===== src/rtl/out_word_fifo.sv =====
// rtl/out_word_fifo.sv - small synchronous FIFO buffering channel words
//
// Ports:
//   clock      single clock, posedge
//   reset      synchronous, active-high
//   clear      synchronous flush (same effect as reset, contents kept)
//   push       write push_data at the tail (ignored when full)
//   push_data  word to write
//   pop        drop the head word (ignored when empty)
//   pop_data   current head word
//   full       registered count equals Depth
//   empty      registered count is zero
module out_word_fifo #(
  parameter int Width = 12,
  parameter int Depth = 4
) (
  input  logic             clock,
  input  logic             reset,
  input  logic             clear,
  input  logic             push,
  input  logic [Width-1:0] push_data,
  input  logic             pop,
  output logic [Width-1:0] pop_data,
  output logic             full,
  output logic             empty
);

  localparam int AddrWidth = $clog2(Depth);
  localparam logic [AddrWidth:0] FullCount = (AddrWidth + 1)'(Depth);

  logic [Width-1:0]     mem [Depth];
  logic [AddrWidth-1:0] wr_ptr;
  logic [AddrWidth-1:0] rd_ptr;
  logic [AddrWidth:0]   count;
  logic                 do_push;
  logic                 do_pop;

  assign full     = (count == FullCount);
  assign empty    = (count == '0);
  assign do_push  = push && !full;
  assign do_pop   = pop && !empty;
  assign pop_data = mem[rd_ptr];

  always_ff @(posedge clock) begin
    if (reset || clear) begin
      wr_ptr <= '0;
      rd_ptr <= '0;
      count  <= '0;
    end else begin
      // Depth is a power of two, so the pointers wrap naturally.
      if (do_push) wr_ptr <= wr_ptr + 1'b1;
      if (do_pop)  rd_ptr <= rd_ptr + 1'b1;
      count <= count + {{AddrWidth{1'b0}}, do_push} - {{AddrWidth{1'b0}}, do_pop};
    end
  end

  always_ff @(posedge clock) begin
    if (do_push && !reset && !clear) mem[wr_ptr] <= push_data;
  end

endmodule


===== config.mk =====
export PLATFORM = sky130hd
export DESIGN_NAME = out_word_fifo
export DESIGN_NICKNAME = d
export VERILOG_FILES = /design/src/rtl/out_word_fifo.sv
export SDC_FILE = /design/constraint.sdc
export NUM_CORES = 1
export LEC_CHECK = 0
export CAP_MARGIN = 5
export CORE_AREA = 3 3 57 80
export CTS_CLUSTER_SIZE = 24
export DETAILED_ROUTE_END_ITERATION = 7
export DIE_AREA = 0 0 60 83
export PLACE_DENSITY = 0.81
export RECOVER_POWER = 100
export SYNTH_ARGS = -nofsm -noshare
export SYNTH_HDL_FRONTEND = slang
export SYNTH_SLANG_ARGS = --single-unit

===== constraint.sdc =====
create_clock -name clock -period 3.4 [get_ports clock]
set_input_delay 0.68 -clock clock [delete_from_list [all_inputs] [get_ports clock]]
set_output_delay 0.68 -clock clock [all_outputs]
set_load 0.02 [all_outputs]

==> key figures, run 1 <==
Outcome
  – Status: finished, final reports clean

CTS
  – Hold Buf Count CTS: 0
  – CTS clk-pin slew, worst paths: 0.06 ns
  – Clock root buffer: clkbuf_8
  – Total CTS buffers: 9
  – Worst-Skew Late Latency: 0.31 ns
  – CTS HTree Levels: 3
  – CTS resizes: 0
  – Clk sinks: 57
  – Buffer count from post-CTS setup fixing: 0
  – CTS tree: yes
  – Maximum clock insertion buffer count: 2

Logic synthesis
  – Post-synthesis sequential area ratio: 73.1%
  – Compound-Gate Fraction of Synth Area: 0.958%
  – Syn nets: 136
  – Synth unique cells: 25
  – Synthesized flop and latch total: 57
  – Post-synthesis cell area: 2220 um2
  – Main combinational cell family by area after synthesis: multiplexers
  – Avg Cell Area, Syn: 19.8 um2
  – Synth Area in Simple Gates: 5.07%
  – Mux share of post-synthesis cell area: 13.5%
  – Xor/xnor cell area share of the yosys netlist: 1.18%
  – Ys Warns: 0
  – Adder-cell area share of the yosys netlist: 4.28%
  – Syn Inst Count: 112

Global routing
  – GRT busiest layer: met2
  – Grt ovf: 0
  – Vias in the first global route: 1207
  – Met3 track demand over resource: 5.91%
  – All-Layer GR Usage: 16.1%
  – GR Layer Usage met1: 17.6%
  – First-pass GRT wire length: 5710 um
  – Largest net degree at the start of global routing: 13
  – Met2 Resource Use GR: 26.1%
  – Initial antenna violation count: 0

Placement
  – Port Buf Inserts: 30
  – Gpl congestion: 0.670
  – DP Area: 2570 um2
  – DP HPWL: 2400 um

Worst setup path
  – Arrival time worst endpoint: 2.26 ns
  – CP Max Fanout: 12
  – WS Path Type: reg2out
  – Required @ worst endpoint: 2.72 ns
  – Largest stage delay on the critical path: 0.68 ns
  – Slowest-stage cell, CP: dlygate4sd3_1
  – Crit. End Element: output port
  – CP Cell Sequence: clkbuf_2, mux4_2, dlygate4sd3_1
  – CP startpoint kind: flop

Finish
  – Register area: 1620 um2
  – Share of cells above drive strength 1: 17.7%
  – Fill cells: 256
  – Area of the multi-input gates: 553 um2
  – Final core utilization: 69.3%
  – Synth-to-layout area growth: 22.4%
  – ANT cells: 0
  – Final instance area: 2720 um2
  – Nets: 177

Power
  – Clock power share: 35.6%
  – Leak Pwr: 0.929 nW
  – Switching power: 287 uW
  – Total power: 1.36 mW
  – Combinational Power Share: 7.5%
  – Share of power burned in registers: 56.9%
  – Sw frac: 21.1%
  – Pint: 1.07 mW
  – VDD IR max: 0.320 mV
  – Pwr Density: 501 nW/um2

Routing
  – DRC: 0
  – Vias: 1133
  – Antenna-violating nets left: 0
  – Initial DRC count: 35
  – Vias per cell: 5.64
  – Initial DRT Pass Iterations: 4
  – Final wirelength: 3490 um
  – Post-DR wirelength/cell: 17.4 um

STA
  – Max frequency: 340 MHz
  – Fin. Hold Viols: 0
  – Post-layout min period: 2.94 ns
  – Unrepaired setup endpoints after global routing: no
  – Setup TNS: 0 ns
  – Setup-failing EPs final: 0
  – Relative slew margins: 57.1%
  – Worst Clk Skew: 0.00396 ns
  – Worst-Margin Slew: 0.644 ns
  – Slew Viols, Final: 0
  – Fin crit share: 86.6%

Floorplanning
  – Standard-cell rows: 27
  – CORE AREA: 3920 um2
  – Chip height: 83 um
  – Die extent in x: 60 um
  – Initial Utilization: 56.6%
  – Overall die area: 4980 um2
  – Number of I/O pins: 31

Worst hold path
  – Worst min-delay path category: reg2reg

Run
  – Maxcap violations: 0
-- power by group through the flow --
stage	clock network, mW	registers (mW)	logic (mW)
after floorplan	0	0.789	0.0574
after global placement	0	0.789	0.107
after detailed placement	0	0.790	0.112
after CTS	0.500	0.776	0.113
after global routing	0.535	0.776	0.113
final	0.484	0.775	0.102
-- cells by family (layout without fill, tap and decap cells) --
group                    after synthesis  in the layout
flip-flops                            57             57
AND/OR/NAND/NOR                       18             18
multiplexers                          15             15
buffers and inverters                  9             55
adder cells (fa/ha/maj)                7              7
AO/OA/AOI/OAI                          3              3
XOR/XNOR                               3              3
-- cells in the final DEF, fill, tap and decap left out, types with 3 or more instances in the layout --
cell	Yosys	final
clkbuf_1	0	3
nand2_1	3	3
dlygate4sd3_1	0	28
dfxtp_1	9	9
clkinv_2	0	3
mux4_2	12	12
and3_1	4	4
inv_1	6	7
edfxtp_1	48	48
ha_1	6	6
mux2i_1	3	3
clkbuf_8	0	9
-- path summary, 6_finish.rpt --
kind,from,to,slack [ns],depth (start not counted)
worst max-delay path,flop,pop_data[10],0.46,3
worst max register to register,count[1],count[2],1.04,10
worst min-delay path,rd_ptr[0],rd_ptr[0],0.50,2
worst min register to register,rd_ptr[0],rd_ptr[0],0.50,2
-- per-layer routing --
layer	vias to the layer above	part of all wire (%)
met5	-	0
met4	0	1.0
met3	4	6.0
met2	41	56
met1	566	37
li1	522	-
-- sequential cells by signal (all words and copies together) (netlist names), named ones only --
name    count
mem        48
count       3
rd_ptr      2
wr_ptr      2
-- critical path: cells and delay by family (launching register included) --
kind / cells / cell delay (ns)
buffers and inverters: 2 / 1.07
flip-flops: 1 / 0.31
multiplexers: 1 / 0.57
-- cell type report --
type                    count  area share [%]
clock inverters             5           0.829
inverters                   7           0.967
repair buffers             32            11.4
multi-input cells          46            20.3
flip-flops and latches     57            59.7
clock buffers              11            4.83
well taps                  43            1.98
-- per-stage QoR --
| step | instances | setup slack, ns | hold slack [ns] |
|---|---|---|---|
| after detailed placement | 185 | 0.471 | 0.504 |
| after CTS | 201 | 0.677 | 0.512 |
| after global routing | 201 | 0.312 | 0.536 |
| after global placement | 185 | 0.629 | 0.479 |
| after floorplan | 112 | 1.17 | 0.466 |
| final | 201 | 0.457 | 0.504 |
-- cell usage after synthesis, drive strengths merged --
cell | number | area [um2]
inv | 7 | 26.3
ha | 6 | 75.1
mux4 | 12 | 270
edfxtp | 48 | 1440
mux2i | 3 | 30.0
o21ai | 1 | 5.00
nor2b | 1 | 8.76
nor2 | 2 | 10.0
nor3 | 3 | 20.0
nand2 | 3 | 11.3
or3 | 2 | 12.5
fa | 1 | 20.0
dfxtp | 9 | 180
o311ai | 1 | 8.76
xor2 | 1 | 8.76
xnor2 | 2 | 17.5
nor3b | 1 | 12.5
buf | 2 | 16.3
and3 | 4 | 25.0
and2 | 2 | 12.5
a21boi | 1 | 7.51
Power figures use the tool's default switching activity.
==> run 2, diff against run 1 <==
--- a/config.mk
+++ b/config.mk
@@ -7,8 +7,9 @@
 export LEC_CHECK = 0
+export ABC_AREA = 1
 export CAP_MARGIN = 5
-export CORE_AREA = 3 3 57 80
+export CORE_AREA = 3 3 57 81
 export CTS_CLUSTER_SIZE = 24
 export DETAILED_ROUTE_END_ITERATION = 7
-export DIE_AREA = 0 0 60 83
-export PLACE_DENSITY = 0.81
+export DIE_AREA = 0 0 60 84
+export PLACE_DENSITY = 0.82
 export RECOVER_POWER = 100
==> constraint.sdc (replaced) <==
create_clock -name clock -period 3.4 [get_ports clock]
set_input_delay 0.34 -clock clock [delete_from_list [all_inputs] [get_ports clock]]
set_output_delay 0.34 -clock clock [all_outputs]
set_load 0.02 [all_outputs]
==> run 2 against run 1 <==
Against the previous run: worst setup slack improved by 0.11 ns; non-clock buffer count rose by 2; sequential power hardly changed; via count is 29% higher; combinational power about the same; power increased by 8.0%; sequential share of layout area decreased by 1.7 points; global-route usage up 1.7 points; register-to-register slack improved by 0.41 ns; core utilization is 2.1 points higher; die area is 1.2% higher; critical path type unchanged; critical endpoint is now pop_data[0].
==> key figures, run 2 <==
Outcome
  – Status: finished, final reports clean

Global routing
  – All-Layer GR Usage: 17.8% (+1.7 points)
  – First-pass GRT wire length: 6400 um (+12%)
  – Initial antenna violation count: 0 (unchanged)
  – Grt ovf: 0 (unchanged)
  – Vias in the first global route: 1450 (+20%)
  – Largest net degree at the start of global routing: 26 (+13)

Logic synthesis
  – Post-synthesis cell area: 2280 um2 (+2.6%)
  – Syn nets: 211 (+55%)
  – Synth top area cells: edfxtp_1, dfxtp_1, nor2_1, o21ai_1, ha_1
  – Syn Inst Count: 187 (+67%)
  – Top cell type's share of synthesized area: 63.3% (-1.7 points)
  – Post-synth EDFFs: 48 (unchanged)
  – Leading cell type by number of instances after synthesis: edfxtp_1
  – Ys flop type: edfxtp_1
  – Async SR Flop Fraction: 0% (unchanged)
  – Synth area leader: edfxtp_1
  – Ys Warns: 0 (unchanged)
  – Post-synthesis sequential area ratio: 71.2% (-1.9 points)
  – Avg Cell Area, Syn: 12.2 um2 (-39%)
  – Synthesized flop and latch total: 57 (unchanged)
  – Top post-synthesis cells by count: edfxtp_1, nor2_1, inv_1
  – Synth unique cells: 17 (-32%)

Finish
  – Top reg by flops: mem
  – Fill cells: 279 (+9.0%)
  – Share of cells above drive strength 1: 6.93% (-11 points)
  – Nets: 250 (+41%)
  – Max FFs per register: 48 (unchanged)
  – Regs by FF count: mem (48), count (3)
  – Synth-to-layout area growth: 22.8%
  – Most frequent cells in the layout: edfxtp_1, nor2_1, inv_1, dlygate4sd3_1, o21ai_0
  – Commonest non-fill, non-tap cell in the layout: edfxtp_1
  – Fin cells: 274 (+36%)
  – ANT cells: 0 (unchanged)

Worst setup path
  – Crit. End Element: output port
  – WS Path Type: reg2out
  – CP startpoint kind: flop
  – Required @ worst endpoint: 3.06 ns (+0.34 ns)
  – Arrival time worst endpoint: 2.49 ns (+0.23 ns)
  – CP Max Fanout: 25 (+13)

Power
  – Pwr Density: 525 nW/um2 (+4.8%)
  – Leak Pwr: 1.02 nW (+10%)
  – VDD IR max: 0.451 mV (+41%)

STA
  – Slew Viols, Final: 0 (unchanged)
  – Setup TNS: 0 ns (unchanged)
  – Fin. Hold Viols: 0 (unchanged)
  – Fin crit share: 83.2% (-3.3 points)
  – Relative slew margins: 48.0% (-9.0 points)
  – Worst-Margin Slew: 0.778 ns (+0.134 ns)
  – Post-layout min period: 2.83 ns (-0.114 ns)
  – Max frequency: 353 MHz (+4.0%)
  – Setup-failing EPs final: 0 (unchanged)
  – Worst Clk Skew: 0.00435 ns (+0.000389 ns)
  – Unrepaired setup endpoints after global routing: no

CTS
  – Total CTS buffers: 9 (unchanged)
  – Clk sinks: 57 (unchanged)
  – Worst-Skew Late Latency: 0.32 ns (about the same)
  – Hold Buf Count CTS: 0 (unchanged)
  – CTS clk-pin slew, worst paths: 0.06 ns (about the same)
  – CTS tree: yes
  – Maximum clock insertion buffer count: 2 (unchanged)
  – CTS HTree Levels: 3 (unchanged)
  – Clock root buffer: clkbuf_8
  – Buffer count from post-CTS setup fixing: 0 (unchanged)
  – CTS resizes: 0 (unchanged)

Routing
  – Vias per cell: 5.32 (-5.6%)
  – DRC: 0 (unchanged)
  – Initial DRC count: 78 (+120%)
  – Final wirelength: 3870 um (+11%)
  – Vias: 1458 (+29%)
  – Antenna-violating nets left: 0 (unchanged)
  – Post-DR wirelength/cell: 14.1 um (-19%)
  – Initial DRT Pass Iterations: 4 (unchanged)

Floorplanning
  – Standard-cell rows: 27 (unchanged)
  – CORE AREA: 3920 um2 (unchanged)
  – Number of I/O pins: 31 (unchanged)
  – Initial Utilization: 58.1% (+1.5 points)
  – Die extent in x: 60 um (unchanged)
  – Chip height: 84 um (+1.2%)
  – Overall die area: 5040 um2 (+1.2%)

Run
  – Maxcap violations: 0 (unchanged)

Placement
  – Gpl congestion: 0.755 (+13%)
  – Port Buf Inserts: 30 (unchanged)
  – DP HPWL: 2580 um (+7.8%)
  – Placed Instances: 258 (+39%)

Worst hold path
  – Worst min-delay path category: reg2reg
==> run 2: cell types whose count changed in the layout (fill, tap and decap cells not counted), moves of 9 or more <==
cell | before | now
inv_1 | 7 | 19
nor2_1 | 2 | 39
mux4_2 | 12 | 0
clkdlybuf4s50_1 | 2 | 11
dlygate4sd3_1 | 28 | 19
o21ai_1 | 0 | 9
nand2_1 | 3 | 12
o22ai_1 | 0 | 12
o21ai_0 | 1 | 15
==> run 2: worst paths after layout <==
check                  from           to  slack [ns]  cells after the start
setup reg to reg   count[1]     count[2]        1.45                     10
hold / removal    rd_ptr[0]    rd_ptr[0]        0.48                      2
setup / recovery       flop  pop_data[0]        0.57                      4
hold reg to reg   rd_ptr[0]    rd_ptr[0]        0.48                      2
==> run 2: kinds of logic after synthesis <==
kind of cell | synth area share (%)
buf+inv | 5.38
simple gates | 9.61
compound gates | 9.66
fa+ha+maj | 4.17
flops | 71.2
==> run 2: cell type report <==
| cell class | instances | area, um2 | area share [%] |
|---|---|---|---|
| multi-input cells | 104 | 532 | 19.0 |
| inverters | 20 | 75.1 | 2.68 |
| repair buffers | 34 | 315 | 11.3 |
| clock inverters | 2 | 8.76 | 0.313 |
| clock buffers | 14 | 193 | 6.88 |
| well taps | 43 | 53.8 | 1.92 |
| flip-flops and latches | 57 | 1620 | 57.9 |
==> run 2: metrics by stage <==
step                      setup slack (ns)  util, %  instance area [um2]  power (mW)  hold slack, ns
final                                0.571     71.4                 2800        1.47           0.479
after global routing                 0.273     71.4                 2800        1.54           0.530
after CTS                            0.632     71.9                 2820        1.49           0.486
after detailed placement             0.973     66.7                 2620       0.903           0.471
after global placement                1.03     66.7                 2620       0.899           0.464
after floorplan                       1.51        -                 2280       0.848           0.439
==> run 2: where the power goes <==
| group | internal, mW | switching, mW |
|---|---|---|
| Clock | 0.360 | 0.230 |
| Sequential | 0.769 | 0.00745 |
| Combinational | 0.0456 | 0.0585 |
| Total | 1.17 | 0.296 |
==> run 2: layer usage <==
layer	GRT usage [%]	part of all wire, %
met5	0	0
met4	9.07	2.7
met3	7.12	5.4
met2	29.0	54
met1	19.1	38
==> run 2: worst max-delay path: stages, from the launching register on <==
cell and delay, ns:
dfxtp_1 0.82, inv_2 0.34, o21ai_0 0.34, o22ai_1 0.11, clkdlybuf4s50_1 0.55
==> run 3, diff against run 2 <==
- CORE_AREA: 3 3 57 81 -> 3 3 60 84
- DIE_AREA: 0 0 60 84 -> 0 0 63 87
- PLACE_DENSITY: 0.82 -> 0.75
- clock period: 3.4 -> 2.88 ns (I/O delays scaled with it)
==> run 3 against run 2 <==
Against the previous run: register-to-register slack got worse by 0.48 ns; global-route usage is 2.5 points lower; power up 21%; die area grew 8.8%; sequential share of layout area decreased by 0.67 points; design area increased by 1.2%; sequential power increased by 18%; non-clock buffer count up 1; critical endpoint is now pop_data[9]; largest power group unchanged.
==> key figures, run 3 (synthesis gave the netlist of run 2 again) <==
Placement
  – Port Buf Inserts: 30 (unchanged)
  – Gpl congestion: 0.696 (-7.9%)
  – DP HPWL: 2470 um (-4.2%)
  – DP Area: 2640 um2 (+1.1%)
  – Pre-CTS setup slack: 0.771 ns (-0.203 ns)

Power
  – VDD IR max: 0.359 mV (-20%)
  – Combinational Power Share: 6.8% (-0.3 points)
  – Leak Pwr: 1.03 nW (+0.63%)
  – Share of power burned in registers: 51.4% (-1.4 points)
  – Pwr Density: 629 nW/um2 (+20%)
  – Pint: 1.43 mW (+22%)
  – Clock power share: 41.8% (+1.7 points)
  – Sw frac: 19.8% (-0.35 points)
  – Switching power: 352 uW (+19%)
  – Total power: 1.78 mW (+21%)

CTS
  – Clock root buffer: clkbuf_8
  – Total CTS buffers: 9 (unchanged)
  – Clk sinks: 57 (unchanged)
  – CTS HTree Levels: 3 (unchanged)
  – Buffer count from post-CTS setup fixing: 0 (unchanged)
  – CTS clk-pin slew, worst paths: 0.06 ns (about the same)
  – CTS resizes: 0 (unchanged)
  – Worst-Skew Late Latency: 0.32 ns (about the same)
  – Hold Buf Count CTS: 0 (unchanged)
  – Maximum clock insertion buffer count: 2 (unchanged)
  – CTS tree: yes

Routing
  – Final wirelength: 3730 um (-3.5%)
  – Post-DR wirelength/cell: 12.8 um (-9.4%)
  – Initial DRT Pass Iterations: 4 (unchanged)
  – Vias per cell: 4.91 (-7.7%)
  – DRC: 0 (unchanged)
  – Vias: 1434 (-1.6%)
  – Initial DRC count: 67 (-14%)
  – Antenna-violating nets left: 0 (unchanged)

Floorplanning
  – Chip height: 87 um (+3.6%)
  – Number of I/O pins: 31 (unchanged)
  – Standard-cell rows: 28 (+3.7%)
  – CORE AREA: 4310 um2 (+10%)
  – Die extent in x: 63 um (+5.0%)
  – Initial Utilization: 52.9% (-5.3 points)
  – Overall die area: 5480 um2 (+8.8%)

STA
  – Worst Clk Skew: 0.00662 ns (+0.00227 ns)
  – Post-layout min period: 2.53 ns
  – Unrepaired setup endpoints after global routing: no
  – Relative slew margins: 49.3% (+1.3 points)
  – Setup-failing EPs final: 0 (unchanged)
  – Worst-Margin Slew: 0.760 ns (-0.0179 ns)
  – Fin crit share: 87.9%
  – Slew Viols, Final: 0 (unchanged)
  – Tightest hold margin: 0.487 ns (+0.00715 ns)
  – Setup TNS: 0 ns (unchanged)
  – Fin. Hold Viols: 0 (unchanged)
  – Final worst slack: 0.350 ns (-0.221 ns)
  – Max frequency: 395 MHz

Worst setup path
  – CP Cell Sequence: clkbuf_2, o21ai_1, o22ai_1, dlygate4sd3_1
  – Worst r2r src: count[1]
  – R2r endpoint: count[1]
  – Reg2Reg Depth: 10 (unchanged)
  – Crit. End Element: output port
  – Slowest-stage cell, CP: dlygate4sd3_1
  – Arrival time worst endpoint: 2.24 ns (-0.25 ns)
  – CP startpoint kind: flop
  – Required @ worst endpoint: 2.59 ns (-0.47 ns)
  – WS Path Type: reg2out
  – R2R setup slack: 0.97 ns (-0.48 ns)
  – Largest stage delay on the critical path: 0.70 ns (-0.12 ns)
  – CP Max Fanout: 16 (-36%)

Worst hold path
  – Min-delay src: rd_ptr[0]
  – Worst min-delay path category: reg2reg
  – Hold path depth: 2 (unchanged)

Global routing
  – Vias in the first global route: 1335 (-7.9%)
  – All-Layer GR Usage: 15.3% (-2.5 points)
  – Largest net degree at the start of global routing: 25 (-3.8%)
  – First-pass GRT wire length: 6200 um (-3.1%)
  – Initial antenna violation count: 0 (unchanged)
  – Grt ovf: 0 (unchanged)

Outcome
  – Status: finished, final reports clean

Finish
  – Synth-to-layout area growth: 24.3%
  – Max FFs per register: 48 (unchanged)
  – ANT cells: 0 (unchanged)
  – Most frequent cells in the layout: edfxtp_1, nor2_1, dlygate4sd3_1
  – Commonest non-fill, non-tap cell in the layout: edfxtp_1
  – Regs by FF count: mem (48), count (3)
  – Share of cells above drive strength 1: 6.90% (-0.030 points)
  – Final instance area: 2830 um2 (+1.2%)
  – Nets: 251 (+0.40%)
  – Top reg by flops: mem

Run
  – Maxcap violations: 0 (unchanged)
-- run 3: power by group through the flow --
stage	Combinational, mW	Sequential [mW]	Clock (mW)
after global routing	0.138	0.916	0.800
after floorplan	0.0706	0.930	0
after global placement	0.130	0.931	0
after CTS	0.133	0.915	0.762
final	0.122	0.915	0.745
after detailed placement	0.133	0.932	0
-- run 3: per-stage QoR --
step                std cells  util, %
global placement          276     61.4
detailed placement        276     61.4
finish                    292     65.7
floorplan                 187        -
global route              292     65.7
CTS                       292     66.2
-- run 3: critical path: cells and delay by family (launching register included) --
family | cells | cell delay, ns
flip-flops | 1 | 0.53
AO/OA/AOI/OAI | 2 | 0.31
buffers and inverters | 2 | 1.08
-- run 3: worst max path at each step --
stage | from | depth (start not counted) | endpoint | slack (ns)
floorplan | count[1] | 10 | count[2] | 0.99
global placement | push | 8 | count[2] | 0.81
detailed placement | push | 8 | count[1] | 0.77
CTS | flop | 4 | pop_data[0] | 0.51
global route | flop | 4 | pop_data[11] | 0.18
finish | flop | 4 | pop_data[9] | 0.35
-- run 3: layer usage --
layer / routed length, um / track usage (%)
met1: 1460 / 16.9
met2: 2000 / 26.1
met3: 196 / 4.78
met4: 79 / 8.23
met5: 0 / 0
-- run 3: final cells by class --
cell class                      instances  area (um2)
Sequential cell                        57        1620
Fill cell                             332        1480
Multi-Input combinational cell        104         532
Timing Repair Buffer                   35         320
Clock buffer                           14         173
Inverter                               20        75.1
Tap cell                               60        75.1
Clock inverter                          2        35.0
